--- src/rtl/pipe_pkg.sv ---
// pipe_pkg: instruction format, func codes and shared helpers for the issue stage and ALU
package pipe_pkg;
  localparam int INSTR_W = 24;
  localparam int REG_ADDR_W = 4;
  localparam int MEM_ADDR_W = 8;
  localparam int FUNC_LSB = 20;
  localparam int RD_LSB = 16;
  localparam int RS1_LSB = 12;
  localparam int RS2_LSB = 8;
  localparam int ADDR_LSB = 0;
  typedef enum logic [3:0] {
    ADD, SUB, MUL, SELA, SELB, AND, OR, XOR, NEGA, NEGB, SRA, SLA
  } func_e;
  typedef struct packed {
    logic [3:0] func;
    logic [REG_ADDR_W-1:0] rd;
    logic [REG_ADDR_W-1:0] rs1;
    logic [REG_ADDR_W-1:0] rs2;
    logic [MEM_ADDR_W-1:0] addr;
  } instr_t;
  function automatic logic reads(input instr_t i, input logic [REG_ADDR_W-1:0] r);
    return i.rs1 == r || i.rs2 == r;
  endfunction
endpackage

--- src/rtl/pipe_issue_if.sv ---
// pipe_issue_if: instruction intake handshake and decoded issue bundle
import pipe_pkg::*;
interface pipe_issue_if;
  logic instr_valid;
  logic instr_ready;
  logic flush;
  logic [INSTR_W-1:0] instr;
  logic [REG_ADDR_W-1:0] rs1, rs2, rd, func;
  logic [MEM_ADDR_W-1:0] addr;
  logic issue_valid;
  logic illegal_instr;
  logic [15:0] stall_cnt;
  modport master (
    output instr_valid, instr, flush,
    input instr_ready, rs1, rs2, rd, func, addr, issue_valid, illegal_instr, stall_cnt
  );
  modport slave (
    input instr_valid, instr, flush,
    output instr_ready, rs1, rs2, rd, func, addr, issue_valid, illegal_instr, stall_cnt
  );
endinterface

--- src/rtl/pipe_issue_fifo.sv ---
// pipe_issue_fifo: synchronous FIFO, no bypass, push refused when full or flushing
module pipe_issue_fifo #(
  parameter int DEPTH = 4,
  parameter int W = 24
) (
  input  logic clk,
  input  logic rst_n,
  input  logic push,
  input  logic pop,
  input  logic flush,
  input  logic [W-1:0] din,
  output logic [W-1:0] dout,
  output logic full,
  output logic empty
);
  localparam int AW = $clog2(DEPTH);
  localparam logic [AW:0] FULL_CNT = (AW+1)'(DEPTH);
  logic [W-1:0] mem [DEPTH];
  logic [AW-1:0] wp, rp;
  logic [AW:0] cnt;
  logic wr, rd;
  assign full = cnt == FULL_CNT;
  assign empty = cnt == '0;
  assign wr = push && !full && !flush;
  assign rd = pop && !empty && !flush;
  assign dout = mem[rp];
  // storage array, no reset needed since count gates visibility
  always_ff @(posedge clk)
    if (wr) mem[wp] <= din;
  // pointers and occupancy; flush empties the buffer
  always_ff @(posedge clk or negedge rst_n)
    if (!rst_n) begin
      wp <= '0;
      rp <= '0;
      cnt <= '0;
    end else if (flush) begin
      wp <= '0;
      rp <= '0;
      cnt <= '0;
    end else begin
      wp <= wr ? wp + 1'b1 : wp;
      rp <= rd ? rp + 1'b1 : rp;
      cnt <= cnt + (AW+1)'(wr) - (AW+1)'(rd);
    end
endmodule

--- src/rtl/pipe_issue.sv ---
// pipe_issue: buffers instruction words and issues them to the ALU, holding RAW hazards
import pipe_pkg::*;
module pipe_issue #(
  parameter int FIFO_DEPTH = 4,
  parameter int HAZARD_WINDOW = 2,
  parameter int NUM_FUNC = 12
) (
  input logic clk1,
  input logic rst_n,
  pipe_issue_if.slave bus
);
  instr_t head;
  logic full, empty, hazard, illegal, issue, stall;
  logic [HAZARD_WINDOW-1:0] sb_v;
  logic [REG_ADDR_W-1:0] sb_rd [HAZARD_WINDOW];
  pipe_issue_fifo #(.DEPTH(FIFO_DEPTH), .W(INSTR_W)) u_fifo (
    .clk(clk1),
    .rst_n(rst_n),
    .push(bus.instr_valid),
    .pop(issue || illegal),
    .flush(bus.flush),
    .din(bus.instr),
    .dout(head),
    .full(full),
    .empty(empty)
  );
  assign bus.instr_ready = !full;
  assign illegal = !bus.flush && !empty && int'(head.func) >= NUM_FUNC;
  assign stall = !bus.flush && !empty && !illegal && hazard;
  assign issue = !bus.flush && !empty && !illegal && !hazard;
  // head reads a register some in-flight writer has not yet written back
  always_comb begin
    hazard = 1'b0;
    for (int i = 0; i < HAZARD_WINDOW; i++) hazard = hazard || (sb_v[i] && reads(head, sb_rd[i]));
  end
  // in-flight writer window; flush leaves it alone since those ops are already in the ALU
  always_ff @(posedge clk1 or negedge rst_n)
    if (!rst_n) begin
      sb_v <= '0;
      for (int i = 0; i < HAZARD_WINDOW; i++) sb_rd[i] <= '0;
    end else begin
      sb_v[0] <= issue;
      sb_rd[0] <= issue ? head.rd : '0;
      for (int i = 1; i < HAZARD_WINDOW; i++) begin
        sb_v[i] <= sb_v[i-1];
        sb_rd[i] <= sb_rd[i-1];
      end
    end
  // registered issue fields, zeroed on bubbles, plus illegal pulse and stall counter
  always_ff @(posedge clk1 or negedge rst_n)
    if (!rst_n) begin
      bus.rs1 <= '0;
      bus.rs2 <= '0;
      bus.rd <= '0;
      bus.func <= '0;
      bus.addr <= '0;
      bus.issue_valid <= 1'b0;
      bus.illegal_instr <= 1'b0;
      bus.stall_cnt <= '0;
    end else begin
      bus.rs1 <= issue ? head.rs1 : '0;
      bus.rs2 <= issue ? head.rs2 : '0;
      bus.rd <= issue ? head.rd : '0;
      bus.func <= issue ? head.func : '0;
      bus.addr <= issue ? head.addr : '0;
      bus.issue_valid <= issue;
      bus.illegal_instr <= illegal;
      bus.stall_cnt <= (stall && bus.stall_cnt != 16'hFFFF) ? bus.stall_cnt + 16'd1 : bus.stall_cnt;
    end
endmodule
--- src/flat_wrapper.sv ---
// flat-port wrapper written by rule: the top's interface ports become plain ports
module pipe_issue_flat 
#(
  parameter int FIFO_DEPTH = 4,
  parameter int HAZARD_WINDOW = 2,
  parameter int NUM_FUNC = 12
)
  (clk1, rst_n, bus_instr_valid, bus_instr, bus_flush, bus_instr_ready, bus_rs1, bus_rs2, bus_rd, bus_func, bus_addr, bus_issue_valid, bus_illegal_instr, bus_stall_cnt);
  pipe_issue_if bus_i ();
  input logic clk1;
  input logic rst_n;
  input wire logic [$bits(bus_i.instr_valid)-1:0] bus_instr_valid;
  input wire logic [$bits(bus_i.instr)-1:0] bus_instr;
  input wire logic [$bits(bus_i.flush)-1:0] bus_flush;
  output wire logic [$bits(bus_i.instr_ready)-1:0] bus_instr_ready;
  output wire logic [$bits(bus_i.rs1)-1:0] bus_rs1;
  output wire logic [$bits(bus_i.rs2)-1:0] bus_rs2;
  output wire logic [$bits(bus_i.rd)-1:0] bus_rd;
  output wire logic [$bits(bus_i.func)-1:0] bus_func;
  output wire logic [$bits(bus_i.addr)-1:0] bus_addr;
  output wire logic [$bits(bus_i.issue_valid)-1:0] bus_issue_valid;
  output wire logic [$bits(bus_i.illegal_instr)-1:0] bus_illegal_instr;
  output wire logic [$bits(bus_i.stall_cnt)-1:0] bus_stall_cnt;
  assign bus_i.instr_valid = bus_instr_valid;
  assign bus_i.instr = bus_instr;
  assign bus_i.flush = bus_flush;
  assign bus_instr_ready = bus_i.instr_ready;
  assign bus_rs1 = bus_i.rs1;
  assign bus_rs2 = bus_i.rs2;
  assign bus_rd = bus_i.rd;
  assign bus_func = bus_i.func;
  assign bus_addr = bus_i.addr;
  assign bus_issue_valid = bus_i.issue_valid;
  assign bus_illegal_instr = bus_i.illegal_instr;
  assign bus_stall_cnt = bus_i.stall_cnt;
  pipe_issue #(.FIFO_DEPTH(FIFO_DEPTH), .HAZARD_WINDOW(HAZARD_WINDOW), .NUM_FUNC(NUM_FUNC)) u_core (.clk1(clk1), .rst_n(rst_n), .bus(bus_i));
endmodule
--- config.mk ---
export PLATFORM = sky130hd
export DESIGN_NAME = pipe_issue_flat
export DESIGN_NICKNAME = d
export VERILOG_FILES = /design/src/rtl/pipe_pkg.sv /design/src/rtl/pipe_issue_if.sv /design/src/rtl/pipe_issue_fifo.sv /design/src/rtl/pipe_issue.sv /design/src/flat_wrapper.sv
export SDC_FILE = /design/constraint.sdc
export NUM_CORES = 1
export LEC_CHECK = 0
export BUFFER_PORTS_ARGS = -buffer_cell sky130_fd_sc_hd__buf_2
export CAP_MARGIN = 20
export CORE_MARGIN = 8
export CORE_UTILIZATION = 65
export CTS_BUF_LIST = sky130_fd_sc_hd__clkbuf_8
export CTS_CLUSTER_SIZE = 40
export DETAILED_ROUTE_END_ITERATION = 6
export HOLD_SLACK_MARGIN = 0.05
export PLACE_DENSITY = 0.88
export SLEW_MARGIN = 20
export SYNTH_ARGS = -nofsm -noshare
export SYNTH_HDL_FRONTEND = slang
export SYNTH_SLANG_ARGS = --single-unit
--- constraint.sdc ---
create_clock -name clk1 -period 6.1 [get_ports clk1]
set_input_delay 0.61 -clock clk1 [delete_from_list [all_inputs] [get_ports clk1]]
set_output_delay 0.61 -clock clk1 [all_outputs]
set_load 0.03 [all_outputs]
==> summary.md, run 1 <==
| Metric | Value |
|---|---|
| Cell area after synthesis | 5910 um2 |
| Crit path cell chain | mux4_2, xnor2_1, nand4_1, a21boi_2, nor2_1, o21a_1, ha_1, inv_1, ha_1, inv_1, fa_1, xor2_1, xnor2_1, nor2_1 |
| Final setup viols | 0 |
| Slew headroom | 42.9% |
| Synth Area in XOR/XNOR | 5.03% |
| Reg2Reg Depth | 14 |
| Core ar. | 9020 um2 |
| Largest family of logic cells by synthesized area | multiplexers |
| Crit path max-delay cell type | dfrtp_2 |
| Most frequent cells in the layout | edfxtp_1 (96), buf_2 (70), dfrtp_1 (52) |
| Clock tree buffer depth | 2 |
| Vias in the first global route | 3396 |
| Clk sinks | 150 |
| CTS Root Cell | clkbuf_8 |
| DRT iter0 DRCs | 152 |
| Kind of critical path | reg -> reg |
| Largest area contributor in the netlist | edfxtp_1 |
| Crit end category | flop |
| Fraction of layout cells with a size suffix above 1 | 32.5% |
| Mapped Cells | 342 |
| Hpwl dp | 6.93 mm |
| Die footprint | 12400 um2 |
| Avg Inst Size Synth | 17.3 um2 |
| Total GRT Usage | 18.2% |
| Total wire length | 10.8 mm |
| LEAKAGE | 2.74 nW |
| Count of cell types in the netlist | 34 |
| Worst Tran Pin Value | 0.856 ns |
| Synth warn | 0 |
| Number of max-cap violations | 0 |
| Dpl cells | 513 |
| Initial Util | 65.6% |
| Max Fclk | 0.254 GHz |
| Largest net degree at the start of global routing | 55 |
| Top post-synthesis cells by area | edfxtp_1 (49%), dfrtp_1 (23%), mux4_2 (9.1%) |
| Critical Path Max Stage Delay | 0.93 ns |
| Final hold violation count | 0 |
| Failing checks | DRC |
| Residual DRC | 1 |
| Detailed-route via count | 3064 |
| Die H | 111 um |
| Crit-path max FO | 27 |
| VDD IR max | 0.000301 V |
| Adder-Cell Fraction of Synth Area | 1.82% |
| Port bufs | 70 |
| GP Congestion | 0.759 |
| Routed Antenna Nets | 0 |
| Area Growth Syn to Fin | 14.6% |
| Number of synthesized register bits | 150 |
| Skew-Pair Late Insertion Delay | 0.43 ns |
| RSZ-0062 raised after global routing | no |
| I/O pin count | 71 |
| Status | finished, violations left |
| # Post-CTS Setup Buffers | 0 |
| Grt met1 use | 21.8% |
| PnR Total Power | 2.86 mW |
| GR peak layer | met2 |
| Number of synthesized flops with an enable pin | 96 |
| Final core utilization | 75.1% |
| Initial antenna violation count | 0 |
| Synth async-reset ratio | 36.0% |
| Rows | 35 |
| Fin. max-slew vios | 0 |
| Mux cell area share after synthesis | 9.77% |
| H-tree depth | 4 |
| Complex-gate fraction of the synthesized area | 1.35% |
| Cell Pwr Density | 422 nW/um2 |
| Critical Path AT | 4.25 ns |
| Dpl cell area | 6340 um2 |
| Global-route wire length before repair | 17.5 mm |
| Crit start category | flop |
| Critical Path End | u_core.u_fifo.cnt[2] |
| TritonCTS Buffers | 17 |
| Post-Synth Simple-Gate Area | 7.74% |
| Met2 usage | 30.3% |
| Syn Nets | 378 |
| Met3 Usage GRT | 6.08% |
| Final Cycle Share | 64.5% |
| # resized after CTS | 0 |
| Inserted Diodes | 0 |
| Layout Cell Area excl Fill | 6780 um2 |
| Wirelength per Cell | 19.9 um |
| Critical Path RT | 6.42 ns |
| Final setup TNS | 0 ns |
| Most common cell after layout, fill and taps aside | edfxtp_1 |
| Die width | 111 um |
| Sequential share of the synthesized area | 71.6% |
| Hold Buf Count CTS | 0 |
| Most used DFF post-synth | edfxtp_1 |
| Worst Setup SP | u_core.u_fifo.rp[0] |
| Setup Skew | 0.0129 ns |
| Post-synth top area share | 48.7% |
| CTS clk-pin slew, worst paths | 0.09 ns |
| Flop-to-flop setup slack | 2.16 ns |
| CTS tree | done |
| Final non-filler cell total | 545 |
| # nets final | 457 |
| R2r endpoint | u_core.u_fifo.cnt[2] |
| Final worst path period need | 3.94 ns |
| Drt first pass iters | 7 |
| Worst Hold Class | in -> async |
| Vias per cell | 5.62 |
| Reg2reg start | u_core.u_fifo.rp[0] |
| Congestion Overflow GR | 0 |
==> critical path, delay by kind of cell (launching register included) <==
kind,cells,cell delay [ns]
xor gates and xnor gates,3,0.53
adders and majority gates,3,0.81
buffers and inverters,2,0.12
AOI/OAI and AO/OA,2,0.44
and+or+nand+nor,3,0.32
DFF,1,0.93
muxes,1,0.66
==> cell type report <==
cell class                 instances  area, um2
sequential                       150       4240
fill                             543       2250
multi-input combinational        161       1530
timing repair buffer              75        388
clock buffer                      17        234
clock inverter                    15        191
tap                              111        139
inverter                          16       60.1
==> metal layers <==
metal / routed length (um) / vias up
met5: 0 / -
met2: 5450 / 102
met1: 4590 / 1544
met3: 703 / 13
met4: 94 / 0
li1: - / 1405
==> worst min path at each step <==
stage | startpoint | to | cells past startpoint
finish | rst_n | u_core.bus.stall_cnt[2] | 2
global route | rst_n | u_core.bus.stall_cnt[2] | 2
CTS | rst_n | u_core.bus.stall_cnt[5] | 2
detailed placement | u_core.sb_v[0] | u_core.sb_v[1] | 0
global placement | u_core.sb_v[0] | u_core.sb_v[1] | 0
floorplan | rst_n | u_core.bus.addr[0] | 0
==> stage by stage <==
stage                     setup slack (ns)  hold slack, ns
after floorplan                       3.02           0.314
after global routing                  1.83           0.348
after CTS                             2.08           0.322
after global placement                2.35           0.404
after detailed placement              2.20           0.413
final                                 2.16           0.295
==> cells in the mapped netlist (3+ instances only) <==
cell,number
and2_1,5
buf_2,4
buf_4,4
buf_6,3
clkbuf_1,3
dfrtp_1,54
edfxtp_1,96
ha_1,7
inv_1,15
mux4_2,24
nand2_1,11
nand3_1,5
nand4_1,8
nor2_1,19
nor2b_1,24
nor3_1,5
nor3_2,3
xnor2_1,22
xor2_1,12
==> logic make-up (layout without fill, tap and decap cells) <==
group,after synthesis,after routing
adder cells (fa/ha/maj),8,8
buffers and inverters,31,123
flip-flops,150,150
AND/OR/NAND/NOR,84,84
multiplexers,27,27
AO/OA/AOI/OAI,8,8
XOR/XNOR,34,34
==> registers in the layout, summed over array words and instances, names as in the netlist <==
signal                    count
u_core.bus.addr               8
u_core.bus.func               4
u_core.bus.illegal_instr      1
u_core.bus.rs1                4
u_core.bus.rs2                4
u_core.bus.stall_cnt         16
u_core.sb_rd                  8
u_core.sb_v                   2
u_core.u_fifo.cnt             3
u_core.u_fifo.mem            96
u_core.u_fifo.rp              2
u_core.u_fifo.wp              2
==> report_power, final <==
group          total [mW]  switching, mW  internal, mW
clock               0.804          0.387         0.417
combinational       0.714          0.379         0.334
sequential           1.34          0.137          1.20
total                2.86          0.903          1.95
Note: power is estimated with default switching activity, not from simulation.
==> run 2, diff against run 1 <==
Settings changed: CORE_UTILIZATION 65 to 60, PLACE_DENSITY 0.88 to 0.82.
Clock period 6.1 ns to 3.8 ns, I/O delays scaled along.
==> summary.md, run 2 (synthesized netlist as in run 1, its figures left out) <==
| Metric | Value |
|---|---|
| Crit-path max FO | 12 |
| Final non-filler cell total | 570 |
| CTS Root Cell | clkbuf_8 |
| Critical Path RT | 4.11 ns |
| Total GRT Usage | 17.9% |
| Rows | 36 |
| Max Fclk | 0.283 GHz |
| Number of max-cap violations | 0 |
| Status | complete, no violations |
| Top reg by flops | u_core.u_fifo.mem |
| Final worst path period need | 3.54 ns |
| Critical Path AT | 3.85 ns |
| Layout Cell Area excl Fill | 6760 um2 |
| Fraction of layout cells with a size suffix above 1 | 32.7% |
| Port bufs | 70 |
| Largest net degree at the start of global routing | 41 |
| Clk sinks | 150 |
| Fill count | 628 |
| Final setup TNS | 0 ns |
| Final setup viols | 0 |
| Vias per cell | 5.49 |
| Hold Buf Count CTS | 0 |
| H-tree depth | 4 |
| Worst Tran Pin Value | 0.948 ns |
| Core ar. | 9680 um2 |
| Final hold violation count | 0 |
| Initial Util | 61.1% |
| DRT iter0 DRCs | 253 |
| TritonCTS Buffers | 17 |
| Congestion Overflow GR | 0 |
| Final WS setup | 0.262 ns |
| CTS clk-pin slew, worst paths | 0.09 ns |
| Global-route wire length before repair | 17.6 mm |
| # nets final | 460 |
| Drt first pass iters | 4 |
| Skew-Pair Late Insertion Delay | 0.43 ns |
| GP Congestion | 0.757 |
| Residual DRC | 0 |
| # Post-CTS Setup Buffers | 0 |
| Die H | 115 um |
| Final Cycle Share | 93.1% |
| Die footprint | 13300 um2 |
| Flop-to-flop setup slack | 0.26 ns |
| I/O pin count | 71 |
| Die width | 115 um |
| WHS | 0.0945 ns |
| Initial antenna violation count | 1 |
| Crit end category | flop |
| Inserted Diodes | 0 |
| Final core utilization | 69.8% |
| Worst Hold Class | in -> async |
| LEAKAGE | 2.73 nW |
| DP Worst Slack | 0.239 ns |
| Setup Skew | 0.0167 ns |
| VDD IR max | 0.000395 V |
| Largest register FFs | 96 |
| Vias in the first global route | 3359 |
| Kind of critical path | reg -> reg |
| Dpl cells | 538 |
| Detailed-route via count | 3130 |
| Crit start category | flop |
| RSZ-0062 raised after global routing | no |
| Most frequent cells in the layout | edfxtp_1 (96), buf_2 (70), dfrtp_1 (53) |
| Total wire length | 11.1 mm |
| Routed Antenna Nets | 0 |
| PnR Total Power | 4.44 mW |
| Hpwl dp | 7.41 mm |
| Wirelength per Cell | 19.5 um |
| Area Growth Syn to Fin | 14.4% |
| Cell Pwr Density | 657 nW/um2 |
| Slew headroom | 36.8% |
| Clock tree buffer depth | 2 |
| # resized after CTS | 0 |
| Biggest regs | u_core.u_fifo.mem: 96 flops, u_core.bus.stall_cnt: 16 flops |
| CTS tree | done |
| Fin. max-slew vios | 0 |
| Most common cell after layout, fill and taps aside | edfxtp_1 |
| Dpl cell area | 6390 um2 |
run 2: cell count changes in the layout (fill, tap and decap cells not counted), moves of 2 or more:
cell       before  now
inv_8           3    5
buf_4           5    8
bufinv_16       3    0
clkinv_4        1    3
run 2: layer usage:
metal	GRT usage (%)	wire length, um	vias up
li1	-	-	1405
met3	5.62	821	14
met2	30.3	5580	125
met1	21.7	4560	1584
met5	0	12	-
met4	5.08	130	2
run 2: area by class of cell:
cell class              instances  area (um2)  share of cell area [%]
clock inverters                15         136                    2.02
flip-flops and latches        150        4240                    62.6
multi-input cells             161        1520                    22.5
inverters                      16        60.1                   0.888
repair buffers                 78         410                    6.07
clock buffers                  17         234                    3.46
well taps                     133         166                    2.46
run 2: where the power goes:
group	leakage, nW	internal [mW]	total [mW]	switching, mW
logic	0.950	0.550	1.23	0.677
registers	1.59	1.93	2.09	0.159
clock network	0.189	0.482	1.12	0.643
run 2: final timing paths:
path,from,end,cells after the start
setup / recovery,u_core.u_fifo.rp[0],u_core.u_fifo.cnt[2],14
hold / removal,rst_n,u_core.bus.addr[3],1
setup reg to reg,u_core.u_fifo.rp[0],u_core.u_fifo.cnt[2],14
hold reg to reg,u_core.sb_v[0],u_core.sb_v[1],0
max in group asynchronous,rst_n,u_core.bus.stall_cnt[1],2
min in group clk1,bus_instr[1],u_core.u_fifo.mem[2][1],1
run 2: critical path, stage by stage (launching register included):
cell	delay, ns
dfrtp_2	0.64
mux4_2	0.62
xnor2_1	0.19
nand4_1	0.15
a21boi_2	0.23
nor2_1	0.12
o21a_1	0.18
ha_1	0.28
inv_1	0.06
ha_1	0.14
inv_1	0.05
fa_1	0.37
xor2_1	0.18
xnor2_1	0.15
nor2_1	0.06
==> run 3, diff against run 2 <==
Settings changed: SYNTH_HIERARCHICAL from default to 1.
==> summary.md, run 3 <==
| Metric | Value |
|---|---|
| Status | complete, no violations |
| Rows | 36 |
| Routed Antenna Nets | 0 |
| Crit start category | flop |
| Mapped Cells | 340 |
| Worst Tran Pin Value | 0.619 ns |
| Cell Pwr Density | 550 nW/um2 |
| Seq pwr share | 51.6% |
| Critical Path RT | 4.11 ns |
| Wirelength per Cell | 18.7 um |
| TritonCTS Buffers | 17 |
| Final worst path period need | 3.55 ns |
| Die footprint | 13400 um2 |
| Slew headroom | 58.7% |
| Residual DRC | 0 |
| Crit path cell chain | buf_6, mux4_2, xnor2_2, nand4_1, nand2_1, a22o_1, nor2_1, or2_2, o31ai_2, nor2_1, ha_1, inv_1, ha_1, inv_1, fa_1, xnor2_1, nor2_1 |
| Congestion Overflow GR | 0 |
| Final setup viols | 0 |
| Avg Inst Size Synth | 17.5 um2 |
| Kind of cell adding the most delay to the critical path | adder cells |
| Initial Util | 61.4% |
| Crit-path max FO | 5 |
| DP Worst Slack | 0.238 ns |
| Cell area after synthesis | 5950 um2 |
| Inserted Diodes | 0 |
| Fin. max-slew vios | 0 |
| Initial antenna violation count | 1 |
| Switching power | 1.01 mW |
| Fraction of layout cells with a size suffix above 1 | 31.7% |
| CTS tree | done |
| Critical path buffer and inverter count | 3 |
| Kind of critical path | reg -> reg |
| Switch share | 26.6% |
| Final hold violation count | 0 |
| H-tree depth | 4 |
| LEAKAGE | 2.80 nW |
| Vias in the first global route | 3397 |
| Top post-synthesis cells by area | edfxtp_1 (48%), dfrtp_1 (23%), mux4_2 (6.8%) |
| Critical Path Max Stage Delay | 0.57 ns |
| Top reg by flops | u_core/u_fifo/mem |
| CTS Root Cell | clkbuf_8 |
| Die H | 116 um |
| Most used DFF post-synth | edfxtp_1 |
| Final setup TNS | 0 ns |
| Synth warn | 6 |
| Critical Path Most Common Cell | nor2_1 |
| Final core utilization | 71.0% |
| Flop-to-flop setup slack | 0.25 ns |
| Core ar. | 9680 um2 |
| Skew-Pair Late Insertion Delay | 0.43 ns |
| Final WS setup | 0.246 ns |
| Largest register FFs | 96 |
| Port bufs | 70 |
| Total GRT Usage | 17.4% |
| Area Growth Syn to Fin | 15.5% |
| Syn Nets | 376 |
| GP Congestion | 0.794 |
| Biggest regs | u_core/u_fifo/mem: 96 flops, u_core/bus.stall_cnt: 16 flops |
| Detailed-route via count | 3154 |
| Crit path max-delay cell type | mux4_2 |
| Largest net degree at the start of global routing | 31 |
| Crit end category | flop |
| Vias per cell | 5.49 |
| Setup Skew | 0.0123 ns |
| Max Fclk | 0.281 GHz |
| Synth async-reset ratio | 36.0% |
| RSZ-0062 raised after global routing | no |
| Critical Path AT | 3.86 ns |
| Number of synthesized register bits | 150 |
| Largest area contributor in the netlist | edfxtp_1 |
| Drt first pass iters | 6 |
| Total wire length | 10.7 mm |
| Number of max-cap violations | 0 |
| Count of cell types in the netlist | 39 |
| Most frequent cell after synthesis | edfxtp_1 |
| # nets final | 464 |
| Most frequent cells after synthesis | edfxtp_1 (96), dfrtp_1 (54), and2_1 (28) |
| I/O pin count | 71 |
| Logic pwr share | 16.5% |
| Internal | 2.77 mW |
| Final Cycle Share | 93.5% |
| CTS clk-pin slew, worst paths | 0.08 ns |
| DRT iter0 DRCs | 210 |
| Clock network power share | 31.9% |
| Clk sinks | 150 |
| Most common cell after layout, fill and taps aside | edfxtp_1 |
| Global-route wire length before repair | 17.1 mm |
| WHS | 0.151 ns |
| Most frequent cells in the layout | edfxtp_1 (96), buf_2 (70), dfrtp_1 (54) |
| Clock tree buffer depth | 2 |
| Number of synthesized flops with an enable pin | 96 |
| Hpwl dp | 7.05 mm |
| Die width | 116 um |
| Worst Hold Class | in -> reg |
| VDD IR max | 0.000407 V |
| Post-synth top area share | 48.5% |
| Sequential share of the synthesized area | 71.2% |
==> run 3: routing by layer <==
layer / part of all wire, % / wire length [um] / global-route usage, % / vias up
met3: 6.2 / 670 / 6.10 / 12
met5: 0.12 / 13 / 0 / -
met1: 41 / 4380 / 19.8 / 1614
met4: 0.97 / 104 / 5.87 / 2
met2: 52 / 5560 / 29.9 / 85
li1: - / - / - / 1441
==> run 3: through the flow <==
stage | cells | cell area (um2) | power [mW]
finish | 574 | 6870 | 3.78
CTS | 572 | 6830 | 3.79
global route | 574 | 6870 | 3.95
detailed placement | 539 | 6420 | 2.60
floorplan | 340 | 5950 | 2.42
global placement | 539 | 6420 | 2.57
==> run 3: repair_timing <==
action / 4_1_cts / 5_1_grt
resized for setup: 0 / 6
endpoints found under the hold margin: 24 / 0
buffers inserted: 0 / 1
endpoints found under the setup margin: 0 / 1
hold buffers: 1 / 0
==> run 3: path summary, 6_finish.rpt <==
kind,from,to,cells after the start
worst max-delay path,u_core/u_fifo/rp[0],u_core/u_fifo/cnt[2],17
worst min-delay path,bus_instr[1],u_core/u_fifo/mem[2][1],1
worst max register to register,u_core/u_fifo/rp[0],u_core/u_fifo/cnt[2],17
worst min register to register,u_core/sb_v[0],u_core/sb_v[1],0
max in group asynchronous,rst_n,u_core/u_fifo/wp[0],3
min in group asynchronous,rst_n,u_core/bus.rs2[0],2
==> run 3: kinds of logic (layout without fill, tap and decap cells) <==
logic type / after synthesis / in the layout / synth area share (%)
XOR/XNOR: 35 / 35 / 5.28
AO/OA/AOI/OAI: 9 / 9 / 1.14
buffers and inverters: 24 / 125 / 2.59
multiplexers: 26 / 26 / 9.83
flip-flops: 150 / 150 / 71.2
adder cells (fa/ha/maj): 8 / 8 / 1.81
AND/OR/NAND/NOR: 88 / 88 / 8.16
==> run 3: cell type report <==
class	instances	area [um2]
clock buffer	17	234
inverter	10	37.5
tap	133	166
timing repair buffer	83	454
multi-input combinational	166	1580
sequential	150	4230
fill	626	2810
clock inverter	15	166
==> run 3: power by group through the flow <==
stage | clock, mW | combinational, mW | sequential (mW)
finish | 1.21 | 0.624 | 1.95
global route | 1.30 | 0.683 | 1.97
detailed placement | 0 | 0.613 | 1.98
CTS | 1.23 | 0.617 | 1.95
floorplan | 0 | 0.376 | 2.05
global placement | 0 | 0.596 | 1.97
